### src/rtl/mdc_pkg.sv
// Shared definitions for the MDC clock generator: FSM encoding, default
// build constants and the divisor clamp helper.
package mdc_pkg;

    typedef enum logic [1:0] {
        ST_PARK = 2'd0,
        ST_HIGH = 2'd1,
        ST_LOW  = 2'd2
    } mdc_state_e;

    localparam int MDC_DIV_W       = 8;
    localparam int MDC_DIV_DEFAULT = 50;
    localparam int MDC_RST_STAGES  = 3;

    // A half-period of zero would stall the counter, so it behaves as one.
    function automatic logic [31:0] clamp_div(input logic [31:0] div);
        logic [31:0] res;
        if (div == 32'd0) begin
            res = 32'd1;
        end else begin
            res = div;
        end
        return res;
    endfunction

endpackage

### src/rtl/mdc_clk_gen_if.sv
// Management clock control/status bundle between the MDIO controller
// (master) and the MDC clock generator (slave).
interface mdc_clk_gen_if
    import mdc_pkg::*;
#(
    parameter int DIV_W = MDC_DIV_W
);
    logic             Run;
    logic [DIV_W-1:0] Div_Half;
    logic             Div_Load;
    logic             MDC_Clk;
    logic             MDC_Rise;
    logic             MDC_Fall;
    logic             MDC_Rst;
    logic             Div_Pend;

    modport master (
        output Run, Div_Half, Div_Load,
        input  MDC_Clk, MDC_Rise, MDC_Fall, MDC_Rst, Div_Pend
    );

    modport slave (
        input  Run, Div_Half, Div_Load,
        output MDC_Clk, MDC_Rise, MDC_Fall, MDC_Rst, Div_Pend
    );
endinterface

### src/rtl/mdc_rst_sync.sv
// Asynchronous-assert / synchronous-deassert reset chain; the output drops
// on the STAGES-th Clk rising edge after Rst is released.
module mdc_rst_sync #(
    parameter int STAGES = 3
) (
    input  logic Clk,
    input  logic Rst,
    output logic Rst_Out
);
    logic [STAGES-1:0] sync_r;

    // Shift zeros in once Rst is released; any Rst reloads all ones.
    always_ff @(posedge Clk or posedge Rst) begin
        if (Rst) begin
            sync_r <= {STAGES{1'b1}};
        end else begin
            sync_r <= {sync_r[STAGES-2:0], 1'b0};
        end
    end

    assign Rst_Out = sync_r[STAGES-1];
endmodule

### src/rtl/mdc_clk_gen.sv
// MDC clock and management reset generator. Define MDC_DIV_RUNTIME_EN to
// enable runtime divisor loading through Div_Half/Div_Load.
module mdc_clk_gen
    import mdc_pkg::*;
#(
    parameter int DIV_W       = MDC_DIV_W,
    parameter int DIV_DEFAULT = MDC_DIV_DEFAULT,
    parameter int RST_STAGES  = MDC_RST_STAGES
) (
    input  logic          Clk,
    input  logic          Rst,
    mdc_clk_gen_if.slave  mdc
);
    mdc_state_e       state_r;
    logic [DIV_W-1:0] cnt_r;
    logic [DIV_W-1:0] n_s;
    logic             last_s;
    logic             mdc_rst_s;
    logic             mdc_clk_r;
    logic             mdc_rise_r;
    logic             mdc_fall_r;

    mdc_rst_sync #(
        .STAGES (RST_STAGES)
    ) u_rst_sync (
        .Clk     (Clk),
        .Rst     (Rst),
        .Rst_Out (mdc_rst_s)
    );

`ifdef MDC_DIV_RUNTIME_EN
    logic [DIV_W-1:0] div_act_r;
    logic [DIV_W-1:0] div_pend_r;
    logic             pend_r;
    logic             boundary_s;

    assign n_s = DIV_W'(clamp_div(32'(div_act_r)));

    // Boundaries where a pending divisor may take effect: end of LOW, or leaving HIGH for PARK.
    always_comb begin
        boundary_s = 1'b0;
        case (state_r)
            ST_HIGH: begin
                if (!mdc.Run || mdc_rst_s) begin
                    boundary_s = 1'b1;
                end else begin
                    boundary_s = 1'b0;
                end
            end
            ST_LOW: begin
                if (last_s) begin
                    boundary_s = 1'b1;
                end else begin
                    boundary_s = 1'b0;
                end
            end
            default: boundary_s = 1'b0;
        endcase
    end

    // Pending/active divisor pair; a load coinciding with a boundary waits for the next one.
    always_ff @(posedge Clk or posedge Rst) begin
        if (Rst) begin
            div_act_r  <= DIV_W'(DIV_DEFAULT);
            div_pend_r <= {DIV_W{1'b0}};
            pend_r     <= 1'b0;
        end else begin
            if (boundary_s && pend_r) begin
                div_act_r <= div_pend_r;
            end else begin
                div_act_r <= div_act_r;
            end
            if (mdc.Div_Load) begin
                div_pend_r <= mdc.Div_Half;
                pend_r     <= 1'b1;
            end else if (boundary_s) begin
                pend_r     <= 1'b0;
            end else begin
                pend_r     <= pend_r;
            end
        end
    end

    assign mdc.Div_Pend = pend_r;
`else
    assign n_s          = DIV_W'(clamp_div(32'(DIV_DEFAULT)));
    assign mdc.Div_Pend = 1'b0;
`endif

    assign last_s = (cnt_r == (n_s - DIV_W'(1)));

    // Main FSM; MDC level and strobes are registered so they change together.
    always_ff @(posedge Clk or posedge Rst) begin
        if (Rst) begin
            state_r    <= ST_PARK;
            cnt_r      <= {DIV_W{1'b0}};
            mdc_clk_r  <= 1'b1;
            mdc_rise_r <= 1'b0;
            mdc_fall_r <= 1'b0;
        end else begin
            mdc_rise_r <= 1'b0;
            mdc_fall_r <= 1'b0;
            case (state_r)
                ST_PARK: begin
                    mdc_clk_r <= 1'b1;
                    cnt_r     <= {DIV_W{1'b0}};
                    if (mdc.Run && !mdc_rst_s) begin
                        state_r <= ST_HIGH;
                    end else begin
                        state_r <= ST_PARK;
                    end
                end
                ST_HIGH: begin
                    if (!mdc.Run || mdc_rst_s) begin
                        state_r <= ST_PARK;
                        cnt_r   <= {DIV_W{1'b0}};
                    end else if (last_s) begin
                        state_r    <= ST_LOW;
                        cnt_r      <= {DIV_W{1'b0}};
                        mdc_clk_r  <= 1'b0;
                        mdc_fall_r <= 1'b1;
                    end else begin
                        cnt_r <= cnt_r + DIV_W'(1);
                    end
                end
                ST_LOW: begin
                    // LOW always runs to completion so the low pulse is never truncated.
                    if (last_s) begin
                        cnt_r      <= {DIV_W{1'b0}};
                        mdc_clk_r  <= 1'b1;
                        mdc_rise_r <= 1'b1;
                        if (mdc.Run && !mdc_rst_s) begin
                            state_r <= ST_HIGH;
                        end else begin
                            state_r <= ST_PARK;
                        end
                    end else begin
                        cnt_r <= cnt_r + DIV_W'(1);
                    end
                end
                default: begin
                    state_r   <= ST_PARK;
                    cnt_r     <= {DIV_W{1'b0}};
                    mdc_clk_r <= 1'b1;
                end
            endcase
        end
    end

    assign mdc.MDC_Clk  = mdc_clk_r;
    assign mdc.MDC_Rise = mdc_rise_r;
    assign mdc.MDC_Fall = mdc_fall_r;
    assign mdc.MDC_Rst  = mdc_rst_s;
endmodule

### src/flat_wrapper.sv
// flat-port wrapper written by rule: the top's interface ports become plain ports
module mdc_clk_gen_flat import mdc_pkg::*;
#(
    parameter int DIV_W       = MDC_DIV_W,
    parameter int DIV_DEFAULT = MDC_DIV_DEFAULT,
    parameter int RST_STAGES  = MDC_RST_STAGES
)
  (Clk, Rst, mdc_Run, mdc_Div_Half, mdc_Div_Load, mdc_MDC_Clk, mdc_MDC_Rise, mdc_MDC_Fall, mdc_MDC_Rst, mdc_Div_Pend);
  mdc_clk_gen_if #(.DIV_W(DIV_W)) mdc_i ();
  input  logic Clk;
  input  logic Rst;
  input wire logic [$bits(mdc_i.Run)-1:0] mdc_Run;
  input wire logic [$bits(mdc_i.Div_Half)-1:0] mdc_Div_Half;
  input wire logic [$bits(mdc_i.Div_Load)-1:0] mdc_Div_Load;
  output wire logic [$bits(mdc_i.MDC_Clk)-1:0] mdc_MDC_Clk;
  output wire logic [$bits(mdc_i.MDC_Rise)-1:0] mdc_MDC_Rise;
  output wire logic [$bits(mdc_i.MDC_Fall)-1:0] mdc_MDC_Fall;
  output wire logic [$bits(mdc_i.MDC_Rst)-1:0] mdc_MDC_Rst;
  output wire logic [$bits(mdc_i.Div_Pend)-1:0] mdc_Div_Pend;
  assign mdc_i.Run = mdc_Run;
  assign mdc_i.Div_Half = mdc_Div_Half;
  assign mdc_i.Div_Load = mdc_Div_Load;
  assign mdc_MDC_Clk = mdc_i.MDC_Clk;
  assign mdc_MDC_Rise = mdc_i.MDC_Rise;
  assign mdc_MDC_Fall = mdc_i.MDC_Fall;
  assign mdc_MDC_Rst = mdc_i.MDC_Rst;
  assign mdc_Div_Pend = mdc_i.Div_Pend;
  mdc_clk_gen #(.DIV_W(DIV_W), .DIV_DEFAULT(DIV_DEFAULT), .RST_STAGES(RST_STAGES)) u_core (.Clk(Clk), .Rst(Rst), .mdc(mdc_i));
endmodule
### config.mk
export PLATFORM = sky130hd
export DESIGN_NAME = mdc_clk_gen_flat
export DESIGN_NICKNAME = d
export VERILOG_FILES = /design/src/rtl/mdc_pkg.sv /design/src/rtl/mdc_clk_gen_if.sv /design/src/rtl/mdc_rst_sync.sv /design/src/rtl/mdc_clk_gen.sv /design/src/flat_wrapper.sv
export SDC_FILE = /design/constraint.sdc
export NUM_CORES = 1
export LEC_CHECK = 0
export BUFFER_PORTS_ARGS = -buffer_cell sky130_fd_sc_hd__buf_2
export CORE_UTILIZATION = 45
export CTS_CLUSTER_DIAMETER = 50
export DETAILED_ROUTE_END_ITERATION = 6
export GPL_TIMING_DRIVEN = 0
export HOLD_SLACK_MARGIN = 0.06
export PLACE_DENSITY = 0.76
export SLEW_MARGIN = 20
export SYNTH_ARGS = -nofsm -noshare
export SYNTH_HDL_FRONTEND = slang
export SYNTH_SLANG_ARGS = --single-unit
### constraint.sdc
create_clock -name Clk -period 1.96 [get_ports Clk]
set_clock_uncertainty 0.1 [all_clocks]
set_input_delay 0 -clock Clk [delete_from_list [all_inputs] [get_ports Clk]]
set_output_delay 0 -clock Clk [all_outputs]
set_load 0.01 [all_outputs]
==> impl_metrics.py <==
metrics = {
    "cts": {
        "ctsHtreeMaxLevel": 1,
        "cts.sinks": 16,
        "clockBufferDepth": 2,
        "cts_tree": "yes",
        "clk_latency_ns": 0.29,
        "cts-root-buf": "clkbuf_4",
        "clkTransAtPathRegs_ns": 0.09,
        "post_cts_buffers": 0,
        "cts_resized": 0,
        "cts-buffers-inserted": 3,
    },
    "logic_synthesis": {
        "yosysSeqAreaShare_pct": 53.1,
        "async_reset_ff_share_pct": 100,
        "synth-edff-count": 0,
        "yosys_warnings": 0,
        "synth.distinct_cells": 27,
        "synth_cells": 68,
        "synthesis.area_sq_um": 763,
        "ys_seq_elements": 16,
        "synthFlopType": "dfrtp_1",
        "postSynthAreaPerCell_sq_um": 11.2,
    },
    "sta": {
        "relSlewSlack_pct": 62.3,
        "finalHoldViolCount": 0,
        "tightest_slew_ns": 0.565,
        "finalSetupTns_ns": 0,
        "period_share_pct": 88.5,
        "fmax_mhz": 577,
        "setup_viol": 0,
        "slew_viol_final": 0,
        "rsz0062_at_grt": "false",
        "period_needed_ns": 1.73,
    },
    "routing": {
        "wl_um": 1220,
        "route.vias.total": 523,
        "antenna_left": 0,
        "drt-initial-drc-count": 1,
        "first_pass_iters": 2,
        "wire_per_inst_um": 12.6,
        "drc_errors": 0,
        "viasPerCell": 5.39,
    },
    "placed_design": {
        "finalWeightedCongestion": 0.706,
        "numPortBuffers": 6,
        "dpl.hpwl_um": 863,
    },
    "floorplanning": {
        "die_w_um": 43.2,
        "core-area_sq_um": 1540,
        "start_util_pct": 49.5,
        "dieArea_sq_um": 1860,
        "rows": 14,
        "num_io_pins": 17,
        "chipHeight_um": 43.2,
    },
    "power_and_ir_drop": {
        "leakagePower_nw": 0.395,
        "power_w": 0.000586,
        "peakVddDrop_mv": 0.516,
        "power-per-cell-area_nw_per_um2": 671,
    },
    "worst_setup_path": {
        "crit_path_end_kind": "flip-flop",
        "r2r_slack_ns": 0.23,
        "cp_data_required_time_ns": 2.07,
        "cp.arrival_ns": 1.85,
        "criticalPathCategory": "flip-flop to flip-flop",
        "start_kind": "flip-flop",
        "path_max_fanout": 4,
    },
    "status": {
        "outcome": "finished, final reports clean",
    },
    "global_route": {
        "grt_use_met3_pct": 7.66,
        "antenna_found_initial": 0,
        "grt_usage_pct": 17.3,
        "grt_pass1_vias": 504,
        "grt_pass1_wl_um": 2190,
        "overflow": 0,
        "grt_busiest_layer": "met2",
        "grtUsageMet1_pct": 19.7,
        "grt_max_degree": 17,
        "use_met2_pct": 26.0,
    },
    "finish": {
        "nets": 100,
        "diodes": 0,
        "area_growth_pct": 14.4,
        "layout-drive-gt1-share_pct": 22.2,
    },
    "job": {
        "cap_violations": 0,
    },
    "worst_hold_path": {
        "worstHoldPathType": "primary input to async pin",
    },
}
## logic make-up (layout without fill, tap and decap cells)
logic type               after synthesis  in the layout  share of synthesized area, %
AO/OA/AOI/OAI                         10             10                          9.51
XOR/XNOR                               3              3                          3.44
adder cells (fa/ha/maj)                6              6                          9.84
buffers and inverters                  8             20                          4.43
flip-flops                            16             16                          53.1
multiplexers                           1              1                          1.31
other                                  1              2                         0.491
AND/OR/NAND/NOR                       23             23                          17.9
## cells in the mapped netlist (2+ instances only)
library cell	instances	area [sq um]
nand3_1	3	15.0
dfstp_2	4	105
dfrtp_1	12	300
a21oi_1	3	15.0
nor2_1	7	26.3
or3_1	3	18.8
ha_1	6	75.1
inv_1	7	26.3
o22ai_1	2	12.5
o21ai_0	3	15.0
xnor2_1	2	17.5
## worst max-delay path: stages (launching register included)
cell      delay, ns
dfrtp_1        0.42
inv_1          0.07
ha_1           0.12
or3b_4         0.40
or2_1          0.28
a311oi_2       0.27
## worst paths after layout
check,from,to,cells past startpoint
hold reg to reg,u_core.u_rst_sync.sync_r[1]$_DFF_PP1_,u_core.u_rst_sync.sync_r[2]$_DFF_PP1_,0
min in group Clk,u_core.u_rst_sync.sync_r[1]$_DFF_PP1_,u_core.u_rst_sync.sync_r[2]$_DFF_PP1_,0
setup reg to reg,u_core.cnt_r[1]$_DFF_PP0_,u_core.mdc.MDC_Clk$_DFFE_PP1P_,5
max in group asynchronous,Rst,u_core.u_rst_sync.sync_r[2]$_DFF_PP1_,3
hold / removal,Rst,u_core.state_r[0]$_DFFE_PP0P_,3
setup / recovery,u_core.cnt_r[1]$_DFF_PP0_,u_core.mdc.MDC_Clk$_DFFE_PP1P_,5
## flip-flops by register name, summed over array words and instances, names as in the netlist
name                      cells
u_core.u_rst_sync.sync_r      3
u_core.state_r                2
u_core.cnt_r                  8
u_core.mdc.MDC_Rise           1
u_core.mdc.MDC_Clk            1
u_core.mdc.MDC_Fall           1
## per-layer routing
metal,routed length [um],vias up
met4,39,0
met3,54,5
met2,583,9
met1,542,251
li1,-,258
met5,0,-
## per-stage QoR
stage / utilization (%) / area, sq um / setup slack, ns / cells / hold slack [ns]
floorplan: - / 767 / 0.316 / 69 / -0.189
global placement: 53.0 / 817 / 0.248 / 91 / -0.00536
detailed placement: 53.0 / 817 / 0.230 / 91 / -0.00189
CTS: 56.7 / 873 / 0.206 / 97 / 0.219
global route: 56.7 / 873 / 0.154 / 97 / 0.268
finish: 56.7 / 873 / 0.226 / 97 / 0.192
## cells in the final DEF, fill, tap and decap left out, types with 2 or more instances in the layout
cell	synthesis	routed
clkbuf_4	0	3
nand3_1	3	3
conb_1	1	2
o22ai_1	2	2
or3_1	3	3
a21oi_1	3	3
o21ai_0	3	3
dlygate4sd3_1	0	2
nor2_1	7	7
ha_1	6	6
dfrtp_1	12	12
xnor2_1	2	2
inv_1	7	7
dfstp_2	4	4
buf_2	0	6
## layout make-up
| type | count | area (sq um) |
|---|---|---|
| inverters | 7 | 26.3 |
| multi-input cells | 45 | 328 |
| well taps | 16 | 20.0 |
| fillers | 143 | 668 |
| clock buffers | 4 | 36.3 |
| flip-flops and latches | 16 | 405 |
| repair buffers | 8 | 50.0 |
| plain buffers | 1 | 7.51 |
## where the power goes
group	total, W	internal, W	switching (W)
registers	0.000340	0.000337	0.00000268
clock network	0.000219	0.000113	0.000105
logic	0.0000275	0.0000119	0.0000156
total	0.000586	0.000462	0.000124
## what timing repair did
action                     in CTS  in global routing
hold endpoints to repair       19                  0
hold buffers                    2                  0
setup endpoints to repair       0                  0
No activity file was read; power rests on OpenSTA's default activity.
